### config.mk
export PLATFORM = sky130hd
export DESIGN_NAME = fetch_instr_queue
export DESIGN_NICKNAME = d
export VERILOG_FILES = /design/src/rtl/riscv_core_pkg.sv /design/src/rtl/fetch_fifo.sv /design/src/rtl/fetch_instr_queue.sv
export SDC_FILE = /design/constraint.sdc
export NUM_CORES = 1
export LEC_CHECK = 0
export CAP_MARGIN = 20
export CORE_UTILIZATION = 57
export CTS_CLUSTER_DIAMETER = 100
export CTS_CLUSTER_SIZE = 16
export DETAILED_ROUTE_END_ITERATION = 7
export PLACE_DENSITY_LB_ADDON = 0.2
export SETUP_SLACK_MARGIN = 0.1
export SLEW_MARGIN = 20
export SYNTH_ARGS = -nofsm -noshare
export SYNTH_HDL_FRONTEND = slang
export SYNTH_SLANG_ARGS = --single-unit
### constraint.sdc
create_clock -name clk_i -period 12.36 [get_ports clk_i]
set_input_delay 2.472 -clock clk_i [delete_from_list [all_inputs] [get_ports clk_i]]
set_output_delay 2.472 -clock clk_i [all_outputs]
set_load 0.01 [all_outputs]
### src/rtl/riscv_core_pkg.sv
// Shared fetch-stage types: FSM state encoding and the {pc, instr} queue entry.
package riscv_core_pkg;

    typedef enum logic [1:0] {
        S_IDLE  = 2'd0,
        S_FETCH = 2'd1,
        S_FLUSH = 2'd2
    } fetch_state_e;

    typedef struct packed {
        logic [31:0] pc;
        logic [31:0] instr;
    } fetch_entry_t;

    localparam logic [31:0] PC_STEP = 32'd4;

endpackage

### src/rtl/fetch_fifo.sv
// Small FIFO with wrap-bit pointers and a combinational head read; used both as the
// request tag FIFO and as the instruction queue. flush_i empties it in one cycle.
module fetch_fifo #(
    parameter int unsigned DEPTH   = 4,
    parameter type         entry_t = logic [31:0]
) (
    input  logic                   clk_i,
    input  logic                   rst_i,
    input  logic                   flush_i,
    input  logic                   push_i,
    input  entry_t                 data_i,
    input  logic                   pop_i,
    output entry_t                 data_o,
    output logic [$clog2(DEPTH):0] count_o
);
    localparam int unsigned AW = $clog2(DEPTH);

    entry_t      mem_q [DEPTH];
    logic [AW:0] wr_ptr_q, wr_ptr_d;
    logic [AW:0] rd_ptr_q, rd_ptr_d;
    logic        empty;
    logic        full;
    logic        do_push;
    logic        do_pop;

    assign empty   = (wr_ptr_q == rd_ptr_q);
    assign full    = (wr_ptr_q[AW] != rd_ptr_q[AW]) && (wr_ptr_q[AW-1:0] == rd_ptr_q[AW-1:0]);
    assign do_pop  = pop_i && !empty && !flush_i;
    // A push into a full FIFO is accepted when the head leaves in the same cycle.
    assign do_push = push_i && !flush_i && (!full || do_pop);

    always_comb begin
        wr_ptr_d = wr_ptr_q + {{AW{1'b0}}, do_push};
        rd_ptr_d = rd_ptr_q + {{AW{1'b0}}, do_pop};
        if (flush_i) begin
            wr_ptr_d = '0;
            rd_ptr_d = '0;
        end
    end

    always_ff @(posedge clk_i or posedge rst_i) begin
        if (rst_i) begin
            wr_ptr_q <= '0;
            rd_ptr_q <= '0;
        end else begin
            wr_ptr_q <= wr_ptr_d;
            rd_ptr_q <= rd_ptr_d;
        end
    end

    always_ff @(posedge clk_i) begin
        if (do_push) begin
            mem_q[wr_ptr_q[AW-1:0]] <= data_i;
        end
    end

    assign data_o  = mem_q[rd_ptr_q[AW-1:0]];
    assign count_o = wr_ptr_q - rd_ptr_q;

endmodule

### src/rtl/fetch_instr_queue.sv
// Instruction fetch front end: issues word fetches, queues {pc, instr} for decode, flushes on redirect.
// FETCH_BYPASS_EN: when defined, a response hitting an empty queue is presented to decode in the same cycle.
module fetch_instr_queue
    import riscv_core_pkg::*;
#(
    parameter logic [31:0] RESET_PC = 32'h8000_0000,
    parameter int unsigned DEPTH    = 4
) (
    input  logic        clk_i,
    input  logic        rst_i,
    input  logic        redirect_i,
    input  logic [31:0] redirect_pc_i,
    input  logic        stall_i,
    output logic        imem_req_valid_o,
    output logic [31:0] imem_req_addr_o,
    input  logic        imem_req_ready_i,
    input  logic        imem_rsp_valid_i,
    input  logic [31:0] imem_rsp_data_i,
    output logic        valid_o,
    output logic [31:0] pc_o,
    output logic [31:0] instr_o
);
    localparam int unsigned   CW        = $clog2(DEPTH) + 1;
    localparam logic [CW-1:0] CNT_ONE   = {{(CW-1){1'b0}}, 1'b1};
    localparam logic [CW:0]   DEPTH_LIM = DEPTH[CW:0];

    fetch_state_e  state_q, state_d;
    logic [31:0]   fetch_pc_q, fetch_pc_d;
    logic [CW-1:0] discard_q, discard_d;

    logic [CW-1:0] tag_count;
    logic [CW-1:0] q_count;
    logic [31:0]   tag_pc;
    fetch_entry_t  q_head;
    fetch_entry_t  q_wdata;
    logic          q_empty;
    logic          req_fire;
    logic          rsp_accept;
    logic          bypass;
    logic          consume;
    logic [CW-1:0] pending;
    logic [CW-1:0] redirect_discard;

    // The tag FIFO occupancy is exactly the number of outstanding requests.
    assign imem_req_valid_o = (state_q == S_FETCH) &&
                              (({1'b0, q_count} + {1'b0, tag_count}) < DEPTH_LIM);
    assign imem_req_addr_o  = fetch_pc_q;
    assign req_fire         = imem_req_valid_o && imem_req_ready_i;
    assign rsp_accept       = imem_rsp_valid_i && (state_q == S_FETCH) && !redirect_i;
    assign q_empty          = (q_count == '0);

`ifdef FETCH_BYPASS_EN
    assign bypass = rsp_accept && q_empty && !stall_i;
`else
    assign bypass = 1'b0;
`endif

    assign q_wdata = '{pc: tag_pc, instr: imem_rsp_data_i};
    assign consume = valid_o && !stall_i && !redirect_i;

    fetch_fifo #(.DEPTH(DEPTH), .entry_t(logic [31:0])) u_tag_fifo (
        .clk_i   (clk_i),
        .rst_i   (rst_i),
        .flush_i (redirect_i),
        .push_i  (req_fire),
        .data_i  (fetch_pc_q),
        .pop_i   (rsp_accept),
        .data_o  (tag_pc),
        .count_o (tag_count)
    );

    fetch_fifo #(.DEPTH(DEPTH), .entry_t(fetch_entry_t)) u_instr_queue (
        .clk_i   (clk_i),
        .rst_i   (rst_i),
        .flush_i (redirect_i),
        .push_i  (rsp_accept && !bypass),
        .data_i  (q_wdata),
        .pop_i   (consume && !bypass),
        .data_o  (q_head),
        .count_o (q_count)
    );

    always_comb begin
        valid_o = 1'b0;
        pc_o    = '0;
        instr_o = '0;
        if (bypass) begin
            valid_o = 1'b1;
            pc_o    = tag_pc;
            instr_o = imem_rsp_data_i;
        end else if (!q_empty) begin
            valid_o = 1'b1;
            pc_o    = q_head.pc;
            instr_o = q_head.instr;
        end
    end

    // Responses still owed after a redirect: everything in flight plus this cycle's
    // request, minus a response that lands in the redirect cycle itself.
    always_comb begin
        pending          = (state_q == S_FLUSH) ? discard_q : tag_count;
        redirect_discard = pending + {{(CW-1){1'b0}}, req_fire};
        if (imem_rsp_valid_i && (redirect_discard != '0)) begin
            redirect_discard = redirect_discard - CNT_ONE;
        end
    end

    always_comb begin
        state_d    = state_q;
        fetch_pc_d = fetch_pc_q;
        discard_d  = discard_q;
        case (state_q)
            S_IDLE: state_d = S_FETCH;
            S_FETCH: begin
                if (req_fire) begin
                    fetch_pc_d = fetch_pc_q + PC_STEP;
                end
            end
            S_FLUSH: begin
                if (imem_rsp_valid_i && (discard_q != '0)) begin
                    discard_d = discard_q - CNT_ONE;
                    if (discard_q == CNT_ONE) begin
                        state_d = S_FETCH;
                    end
                end
            end
            default: state_d = S_IDLE;
        endcase
        if (redirect_i) begin
            fetch_pc_d = redirect_pc_i;
            discard_d  = redirect_discard;
            state_d    = (redirect_discard != '0) ? S_FLUSH : S_FETCH;
        end
    end

    always_ff @(posedge clk_i or posedge rst_i) begin
        if (rst_i) begin
            state_q    <= S_IDLE;
            fetch_pc_q <= RESET_PC;
            discard_q  <= '0;
        end else begin
            state_q    <= state_d;
            fetch_pc_q <= fetch_pc_d;
            discard_q  <= discard_d;
        end
    end

endmodule

### Word-level counts from Yosys, hierarchy flattened

Memory sizes are Yosys's and may differ from the RTL's.
Index checks and enable logic that the tools add are counted.
Widths: inputs -> output; s select.

* word-level logic and storage cells: 95
* memories: 2
* bits in latches: 0
* ROM bits: 0
* RAM bits: 384
* flip-flop bits (word level): 49
* output and inout port bits: 98

* $mul: 0
* eq/ne operators: 12
* reduce and logical (&&, ||, !) cells: 38
* multiplexer cells: 24
* bitwise gates (word level): 0
* shift-type cells: 0
* add/subtract/negate cells: 11
* $lt $le $gt $ge: 1
* div/mod/pow operators: 0

Memory list
* u_instr_queue.mem_q: words 4, bits a word 64, rd ports 1, clocked after Yosys merged registers in 0, wr ports 1, line fetch_fifo.sv:18 `entry_t mem_q [DEPTH];`
* u_tag_fifo.mem_q: words 4, bits a word 32, rd ports 1, clocked after Yosys merged registers in 0, wr ports 1, line fetch_fifo.sv:18

Operator list (number)
* $mux 32: 5
* $add 32x3->32 const B: 1
* $mux 3: 9
* $logic_and 1x1->1: 18
* $add 3x1->3: 5
* $reduce_bool 3->1: 3
* $mux 2: 4
* $reduce_bool 2->1: 4
* $eq 3x3->1: 2
* $logic_not 1->1: 6
* $ne 3x2->1 const B: 2
* $pmux 2 s3: 1
* $sub 3x1->3 const B: 2
* $sub 3x3->3: 2
* $mux 1: 5
* $add 3x3->4: 1
* $eq 2x2->1: 2
* $lt 4x3->1 const B: 1
* $reduce_and 2->1: 2
* $eq 3x1->1 const B: 1
* $logic_not 3->1: 1
* $reduce_and 3->1: 1
* $eq 2x1->1 const B: 1
* $eq 2x2->1 const B: 1
* other kinds (4): 6

### Logic depth before layout (Yosys ltp)

* depth in word-level cells: 12
* gate-level depth with buffers: 20
* depth with buffers taken out: 17

### Modules after synthesis

From an unflattened synthesis, not the netlist that was laid out.

* cells, all modules: 914
* area, all modules: 17580.6 µm²

Modules (own cells, without submodules)
* fetch_fifo at u_instr_queue: sequential area each 7837.5 µm², times used 1, cells each 373, area an instance 9720.6 µm²
* fetch_fifo at u_tag_fifo: sequential area each 3993.8 µm², times used 1, cells each 207, area an instance 5073.6 µm²
* fetch_instr_queue: sequential area each 927.1 µm², times used 1, cells each 334, area an instance 2786.4 µm²

### Worst setup path before layout

No wires, ideal clock.

* kind: input to register
* from: input redirect_i
* to: memory u_instr_queue.mem_q[2][0] in the netlist's numbering (enable)
* stages on the path: 3
* required time: 11.694 ns
* setup slack: 1.821 ns
* path buffers: 1
* data arrival time: 9.873 ns
* path through: or4bb_2 clkbuf_1 nor4b_1

* word-level cells in the longest chain between the ends: 8
* elaborated cells on any way between the ends: 10
* those cells by class: 2 x mux; 8 x reduce/logical

Ends and longest elaborated chain
* start: declaration: line fetch_instr_queue.sv:11 `input logic redirect_i,`
* $logic_not 1->1 *
* $logic_and 1x1->1: line fetch_instr_queue.sv:59 `assign consume = valid_o && !stall_i && !redirect_i;`
* $logic_and 1x1->1 (2 in a row): line fetch_fifo.sv:28 `assign do_pop = pop_i && !empty && !flush_i;`
* $logic_or 1x1->1: line fetch_fifo.sv:30 `assign do_push = push_i && !flush_i && (!full || do_pop);`
* $logic_and 1x1->1 *: line fetch_fifo.sv:30
* $mux 1 *: line fetch_fifo.sv:52 `if (do_push) begin`
* $mux 1 (not written as such) *: line fetch_fifo.sv:53 `mem_q[wr_ptr_q[AW-1:0]] <= data_i;`
* end: declaration: line fetch_fifo.sv:18

Mark *: on every way between the ends. The rest lies on a longest branch, timed or not.

### Final worst setup path

* from: register u_instr_queue.rd_ptr_q[1]
* to: output imem_req_valid_o

* word-level cells in the longest chain between the ends: 4

Ends and longest elaborated chain
* start: declaration: line fetch_fifo.sv:20 `logic [AW:0] rd_ptr_q, rd_ptr_d;`
* start signal: assignment: line fetch_fifo.sv:47 `rd_ptr_q <= rd_ptr_d;`
* $sub 3x3->3: line fetch_fifo.sv:58 `assign count_o = wr_ptr_q - rd_ptr_q;`
* $add 3x3->4: line fetch_instr_queue.sv:46 `(({1'b0, q_count} + {1'b0, tag_count}) < DEPTH_LIM);`
* $lt 4x3->1: line fetch_instr_queue.sv:46
* $logic_and 1x1->1: line fetch_instr_queue.sv:45 `assign imem_req_valid_o = (state_q == S_FETCH) &&`
* end: declaration: line fetch_instr_queue.sv:14 `output logic imem_req_valid_o,`

No other way between the ends.

==> impl_metrics.env <==
export IMPL_num_nets_final=1188
export IMPL_finalClockSkew_ns=0.01762
export IMPL_fp_row_count=63
export IMPL_syn_nets=1015
export IMPL_drt_first_pass_iters=5
export IMPL_fin_area_um2=20450
export IMPL_insertion_delay_ns=0.56
export IMPL_place_ws_ns=6.148
export IMPL_die_height_um=176.9
export IMPL_hold_viol=0
export IMPL_grt_pass1_vias=9043
export IMPL_avgSynthCellArea_um2=18.94
export IMPL_n_fill_cell=1986
export IMPL_grt_overflow=0
export IMPL_synthFlopType="edfxtp_1"
export IMPL_ys_ff_latch=433
export IMPL_timing_slew_headroom_pct=32.90
export IMPL_path_clk_slew_ns=0.07
export IMPL_synth_cells=921
export IMPL_tns_ns=0
export IMPL_core_area_um2=29870
export IMPL_worstPathArrival_ns=4.28
export IMPL_min_period_ns=6.748
export IMPL_cts_resized=0
export IMPL_rsz0062_at_grt="no"
export IMPL_via_per_inst=5.868
export IMPL_diodes=0
export IMPL_cts_tree="done"
export IMPL_worstPathMaxFanout=66
export IMPL_track_usage_pct=21.28
export IMPL_finalMaxSlewViolations=0
export IMPL_setup_viol=0
export IMPL_postRouteAntennaNets=0
export IMPL_yosys_area_top_type="edfxtp_1"
export IMPL_p_leak_nw=6.559
export IMPL_cts_setup_buffers=0
export IMPL_cts_root_buf="clkbuf_16"
export IMPL_yosys_top_cells_area="edfxtp_1 (66%), mux4_2 (12%), dfrtp_1 (6.9%)"
export IMPL_drv_cap=0
export IMPL_synth_warnings=0
export IMPL_syn_area_um2=17440
export IMPL_io_pins=168
export IMPL_worst_slack_ns=5.612
export IMPL_grt_max_degree=70
export IMPL_routabilityCongestion=0.8058
export IMPL_async_flop_share_pct=11.32
export IMPL_min_delay_path_depth=2
export IMPL_first_iter_violations=629
export IMPL_finalCritPeriodShare_pct=54.60
export IMPL_die_area_um2=31300
export IMPL_hpwl_um=19140
export IMPL_start_kind="register"
export IMPL_hold_path_class="register to register"
export IMPL_port_buffers=167
export IMPL_drc=0
export IMPL_vdd_drop_max_uv=101.6
export IMPL_p_per_area_nw_per_um2=150.6
export IMPL_start_util_pct=58.37
export IMPL_cp_required_ns=9.89
export IMPL_status="finished clean"
export IMPL_setup_worst_path_end_class="primary output"
export IMPL_grt_pass1_wl_um=50180
export IMPL_cts_buffers=31
export IMPL_hp_start="discard_q[1]"
export IMPL_synth_edf_count=384
export IMPL_antenna_found_initial=0
export IMPL_fp_dieW_um=176.9
export IMPL_worst_r2r_path_depth=15
export IMPL_drive_above_1_share_pct=15.47
export IMPL_cts_max_level=1
export IMPL_r2r_end="state_q[0]"
export IMPL_fmax_mhz=148.2
export IMPL_hold_end="discard_q[1]"
export IMPL_tightest_slew_ns=1.007
export IMPL_r2r_slack_ns=7.29
export IMPL_vias=8849
export IMPL_p_total_mw=3.081
export IMPL_crit_type="register to primary output"
export IMPL_dpl_cell_area_um2=19550
export IMPL_synthDistinctLibCells=56
export IMPL_postCtsHoldBufs=0
export IMPL_area_growth_syn_to_layout_pct=17.27
export IMPL_routedWlPerCell_um=21.47
export IMPL_netlist_area_leader_share_pct=66.12
export IMPL_cts_max_path_buffers=3
export IMPL_ys_seq_area_share_pct=73.16
export IMPL_cts_sinks=433
export IMPL_r2r_start="u_instr_queue.rd_ptr_q[1]"
export IMPL_synth_common_cells="edfxtp_1 (384), mux4_2 (96), nor2b_1 (74)"
export IMPL_synth_most_common_cell="edfxtp_1"
export IMPL_detail_route_wirelength_um=32380
## cell usage in the layout (no fill, tap or decap), types with 14 or more instances in the layout
cell type	count
nand2_1	42
nor2_1	19
clkbuf_16	31
buf_4	17
mux4_2	96
inv_1	14
clkbuf_1	25
clkdlybuf4s50_1	166
dfrtp_1	45
nand3_1	14
ha_1	22
o21ai_1	20
edfxtp_1	384
xor2_1	18
nor2b_1	74
## cell type report
cell class / instances / area, um^2 / share of cell area, %
repair buffers: 185 / 1814 / 8.871
clock buffers: 56 / 869.6 / 4.252
inverters: 15 / 56.30 / 0.2753
flip-flops and latches: 433 / 12760 / 62.42
well taps: 390 / 488.0 / 2.386
clock inverters: 1 / 16.27 / 0.07953
multi-input cells: 428 / 4442 / 21.72
## worst max-delay path, stage by stage (launching register included)
cell,delay [ns]
dfrtp_2,0.34
buf_4,0.75
inv_1,0.20
fa_1,0.48
xnor2_1,0.30
ha_1,0.29
or4b_4,0.57
nor3_1,0.21
clkdlybuf4s50_1,0.57
## worst max path at each step
stage	from	end	slack [ns]	cells after the start
2_1_floorplan	redirect_i	u_instr_queue.mem_q[2][0]	1.82	3
3_3_place_gp	u_instr_queue.rd_ptr_q[1]	imem_req_valid_o	6.13	8
3_5_place_dp	u_instr_queue.rd_ptr_q[1]	imem_req_valid_o	6.15	8
4_1_cts	u_instr_queue.rd_ptr_q[1]	imem_req_valid_o	5.54	8
5_1_grt	u_instr_queue.rd_ptr_q[1]	imem_req_valid_o	5.34	8
6_report	u_instr_queue.rd_ptr_q[1]	imem_req_valid_o	5.61	8
## power breakdown
group / total (mW) / internal, mW / leakage [nW] / switching (mW)
Clock: 0.931 / 0.475 / 0.419 / 0.457
Combinational: 0.411 / 0.204 / 2.08 / 0.206
Sequential: 1.74 / 1.69 / 4.06 / 0.0532
Total: 3.08 / 2.36 / 6.56 / 0.716
## per-stage QoR
stage | util [%] | hold WS, ns | cells
final | 68.46 | 0.5549 | 1508
after global routing | 68.46 | 0.5824 | 1508
after CTS | 68.39 | 0.5605 | 1507
after detailed placement | 65.42 | 0.5380 | 1450
after global placement | 65.42 | 0.5304 | 1450
after floorplan | - | 0.5053 | 921
## state kept, by name, indices dropped and copies added, names as in the netlist
name                    cells
u_instr_queue.mem_q       256
state_q                     2
u_tag_fifo.rd_ptr_q         3
u_tag_fifo.mem_q          128
u_tag_fifo.wr_ptr_q         3
u_instr_queue.rd_ptr_q      3
u_instr_queue.wr_ptr_q      3
discard_q                   3
imem_req_addr_o            32
## per-layer routing
metal  global-route usage (%)  vias to the layer above  routed length, um
li1                         -                     3979                  -
met1                    30.82                     4564              14350
met2                    35.16                      263              15840
met3                    2.685                       43               1720
met4                    4.634                        0                463
met5                        0                        -                  0
## logic make-up after synthesis
| kind of cell | Yosys count | synth area share (%) |
|---|---|---|
| flip-flops | 433 | 73.16 |
| multiplexers | 101 | 12.71 |
| AND/OR/NAND/NOR | 212 | 7.060 |
| adder cells (fa/ha/maj) | 24 | 1.808 |
| AO/OA/AOI/OAI | 61 | 2.102 |
| XOR/XNOR | 30 | 1.586 |
| buffers and inverters | 60 | 1.578 |
(Power assumes the default switching activity.)
==> RTL edit (same flow settings) <==
Add a define of `FETCH_BYPASS_EN`.
--- a/src/rtl/fetch_instr_queue.sv
+++ b/src/rtl/fetch_instr_queue.sv
@@ -2,2 +2,4 @@
 // FETCH_BYPASS_EN: when defined, a response hitting an empty queue is presented to decode in the same cycle.
+`define FETCH_BYPASS_EN
+
 module fetch_instr_queue
Formal check against the unedited RTL: not equivalent (a bounded check fails within 4 cycles, from zero or initial values and one cycle with rst_i high).
==> RTL edit against the unedited design <==
First-iteration DRC count grew 41%. The flow now finishes with violations (design-rule violations). Cell area grew 2.0%. Critical endpoint is now pc_o[31]. Sequential cell count is the same. Hold slack gained 0.018 ns. Highest routed layer unchanged. Synthesized area grew 2.5%. Utilization shrank 0.59 points. Non-clock buffer count grew 1. Wire length grew 11%. Worst setup slack lost 1.2 ns. Power shrank 0.22%. Synthesized cell count grew 4.8%.
==> RTL edit: results (changes against the unedited design) <==
[placed_design]
port_buffers=167  ; unchanged
dp_hpwl_mm=21.5  ; was 19.1 mm
gp_congestion=0.861  ; was 0.806

[setup_path]
worstReg2RegStart=u_instr_queue.rd_ptr_q[0]$_DFF_PP0_  ; was u_instr_queue.rd_ptr_q[1]$_DFF_PP0_
cp_top_family=buffers and inverters  ; unchanged
reg2reg_slack_ns=6.85  ; was 7.29 ns
worstSetupStartpoint=redirect_i  ; was u_instr_queue.rd_ptr_q[1]$_DFF_PP0_
critPathMaxFanout=65  ; was 66
worstPathArrival_ns=5.44  ; was 4.28 ns
worstReg2RegEnd=u_tag_fifo.mem_q[0][6]$_DFFE_PP_  ; was state_q[0]$_DFFE_PP0P_
max_stage_delay_ns=0.66  ; was 0.75 ns
rr_worst_depth=10  ; was 15

[routing]
drt-total-wl_mm=35.8  ; was 32.4 mm
drt_iter0_markers=885  ; was 629
first_pass_iters=8  ; was 5
drc_errors=30  ; was 0
vias=9641  ; was 8,849

[synth]
synth_fp_nets=1059  ; was 1,015
yosys.area_share.xor_xnor_pct=0.791  ; was 1.59%
async_flop_share_pct=11.3  ; unchanged
netlist-cell-type-count=57  ; was 56
yosys-top-cells-area=edfxtp_1 65%, mux4_2 12%, dfrtp_1 6.7%, a22o_1 3.1%, ha_1 1.5%  ; was edfxtp_1 66%, mux4_2 12%, dfrtp_1 6.9%, nor2b_1 2.7%, ha_1 1.6%
muxShareOfSynthArea_pct=12.5  ; was 12.7%
seq_area_frac_synth_pct=71.4  ; was 73.2%
synth_fa_ha_area_share_pct=1.76  ; was 1.81%
synth_compound_gate_area_share_pct=5.75  ; was 2.10%
synth_common_cells=384 x edfxtp_1, 96 x mux4_2, 64 x a22o_1  ; was 384 x edfxtp_1, 96 x mux4_2, 74 x nor2b_1

[clock_tree]
cts.clk_slew.worst_paths_ns=0.07  ; about the same
clockBufferDepth=3  ; unchanged
cts_setup_buffers=0  ; unchanged
cts-buffers-inserted=31  ; unchanged
htreeDepth=1  ; unchanged
clk_latency_ns=0.58  ; was 0.56 ns
postCtsResizedCells=0  ; unchanged

[sta]
max_slew_margin_pct=34.3  ; was 32.9%
fin_skew_ns=0.0250  ; was 0.0176 ns

[global_routing]
grt_pass1_vias=9487  ; was 9,043
antenna_found_initial=0  ; unchanged
track_usage_pct=22.8  ; was 21.3%
grt_max_degree=69  ; was 70
grt_pass1_wl_mm=54.7  ; was 50.2 mm

[outcome]
outcome=finished, violations left  ; was finished clean
violations=design-rule violations

[finish]
drive_above_1_share_pct=15.3  ; was 15.5%
largest_reg_flops=256  ; unchanged
antenna_cells=0  ; unchanged
fin_nets=1222  ; was 1,188

[worst_hold_path]
hold_end=u_tag_fifo.mem_q[2][0]$_DFFE_PP_  ; was discard_q[1]$_DFFE_PP0P_
holdPathStages=0  ; was 2
hold_start=imem_req_addr_o[0]$_DFFE_PP0P_  ; was discard_q[1]$_DFFE_PP0P_
hp-class=reg2reg  ; unchanged

[power_and_ir_drop]
ir_drop_mv=0.105  ; was 0.102 mV
leakagePower_nw=6.67  ; was 6.56 nW

==> RTL edit: changes by cell type after synthesis, moves of 6 or more <==
cell	change
clkbuf_1	+16
or4_1	+23
o31ai_1	+11
a21oi_1	-6
nor2_1	+13
a31oi_1	+10
nand2_1	-17
nand3_1	+7
a22o_1	+64
o21ai_1	-20
o21ai_0	+6
xor2_1	-17
nor2b_1	-60
==> RTL edit: worst max-delay path by stage <==
stage                                                     end  slack, ns
after floorplan           u_instr_queue.mem_q[2][0]$_DFFE_PP_       3.98
after global placement                               pc_o[31]       4.06
after detailed placement                             pc_o[31]       4.51
after CTS                                            pc_o[31]       4.50
after global routing                                 pc_o[31]       4.28
final                                                pc_o[31]       4.45
==> RTL edit: report_power, final <==
part           switching (mW)  total (mW)  internal, mW
logic                   0.211       0.408         0.198
registers              0.0543        1.72          1.67
clock network           0.469       0.945         0.476
total                   0.734        3.07          2.34
==> RTL edit: metal layers <==
metal	up-vias	GRT usage [%]	routed length [um]
met5	-	0	0
met4	0	4.31	505
met2	358	37.9	17500
li1	4305	-	-
met1	4931	33.1	15500
met3	47	2.82	2300
==> RTL edit: layout make-up <==
class | instances | area (um2)
Timing Repair Buffer | 186 | 1830
Sequential cell | 433 | 12800
Clock buffer | 56 | 870
Fill cell | 2043 | 9880
Clock inverter | 2 | 25.0
Inverter | 21 | 78.8
Tap cell | 396 | 495
Multi-Input combinational cell | 455 | 4810
==> RTL edit: per-stage QoR <==
step                      instance area [um2]  hold slack [ns]  total power [mW]  instances  worst slack [ns]
after floorplan                         17900            0.555              1.98        965              3.98
after global placement                  19900            0.533              2.15       1490              4.06
after detailed placement                20000            0.553              2.16       1491              4.51
after CTS                               20900            0.570              3.09       1549              4.50
after global routing                    20900            0.596              3.19       1549              4.28
final                                   20900            0.573              3.07       1549              4.45
==> RTL edit: kinds of logic (layout without fill, tap and decap cells) <==
family,count (synthesis),count (layout)
adder cells (fa/ha/maj),24,24
XOR/XNOR,13,13
AND/OR/NAND/NOR,183,183
buffers and inverters,77,265
AO/OA/AOI/OAI,133,133
multiplexers,102,102
flip-flops,433,433
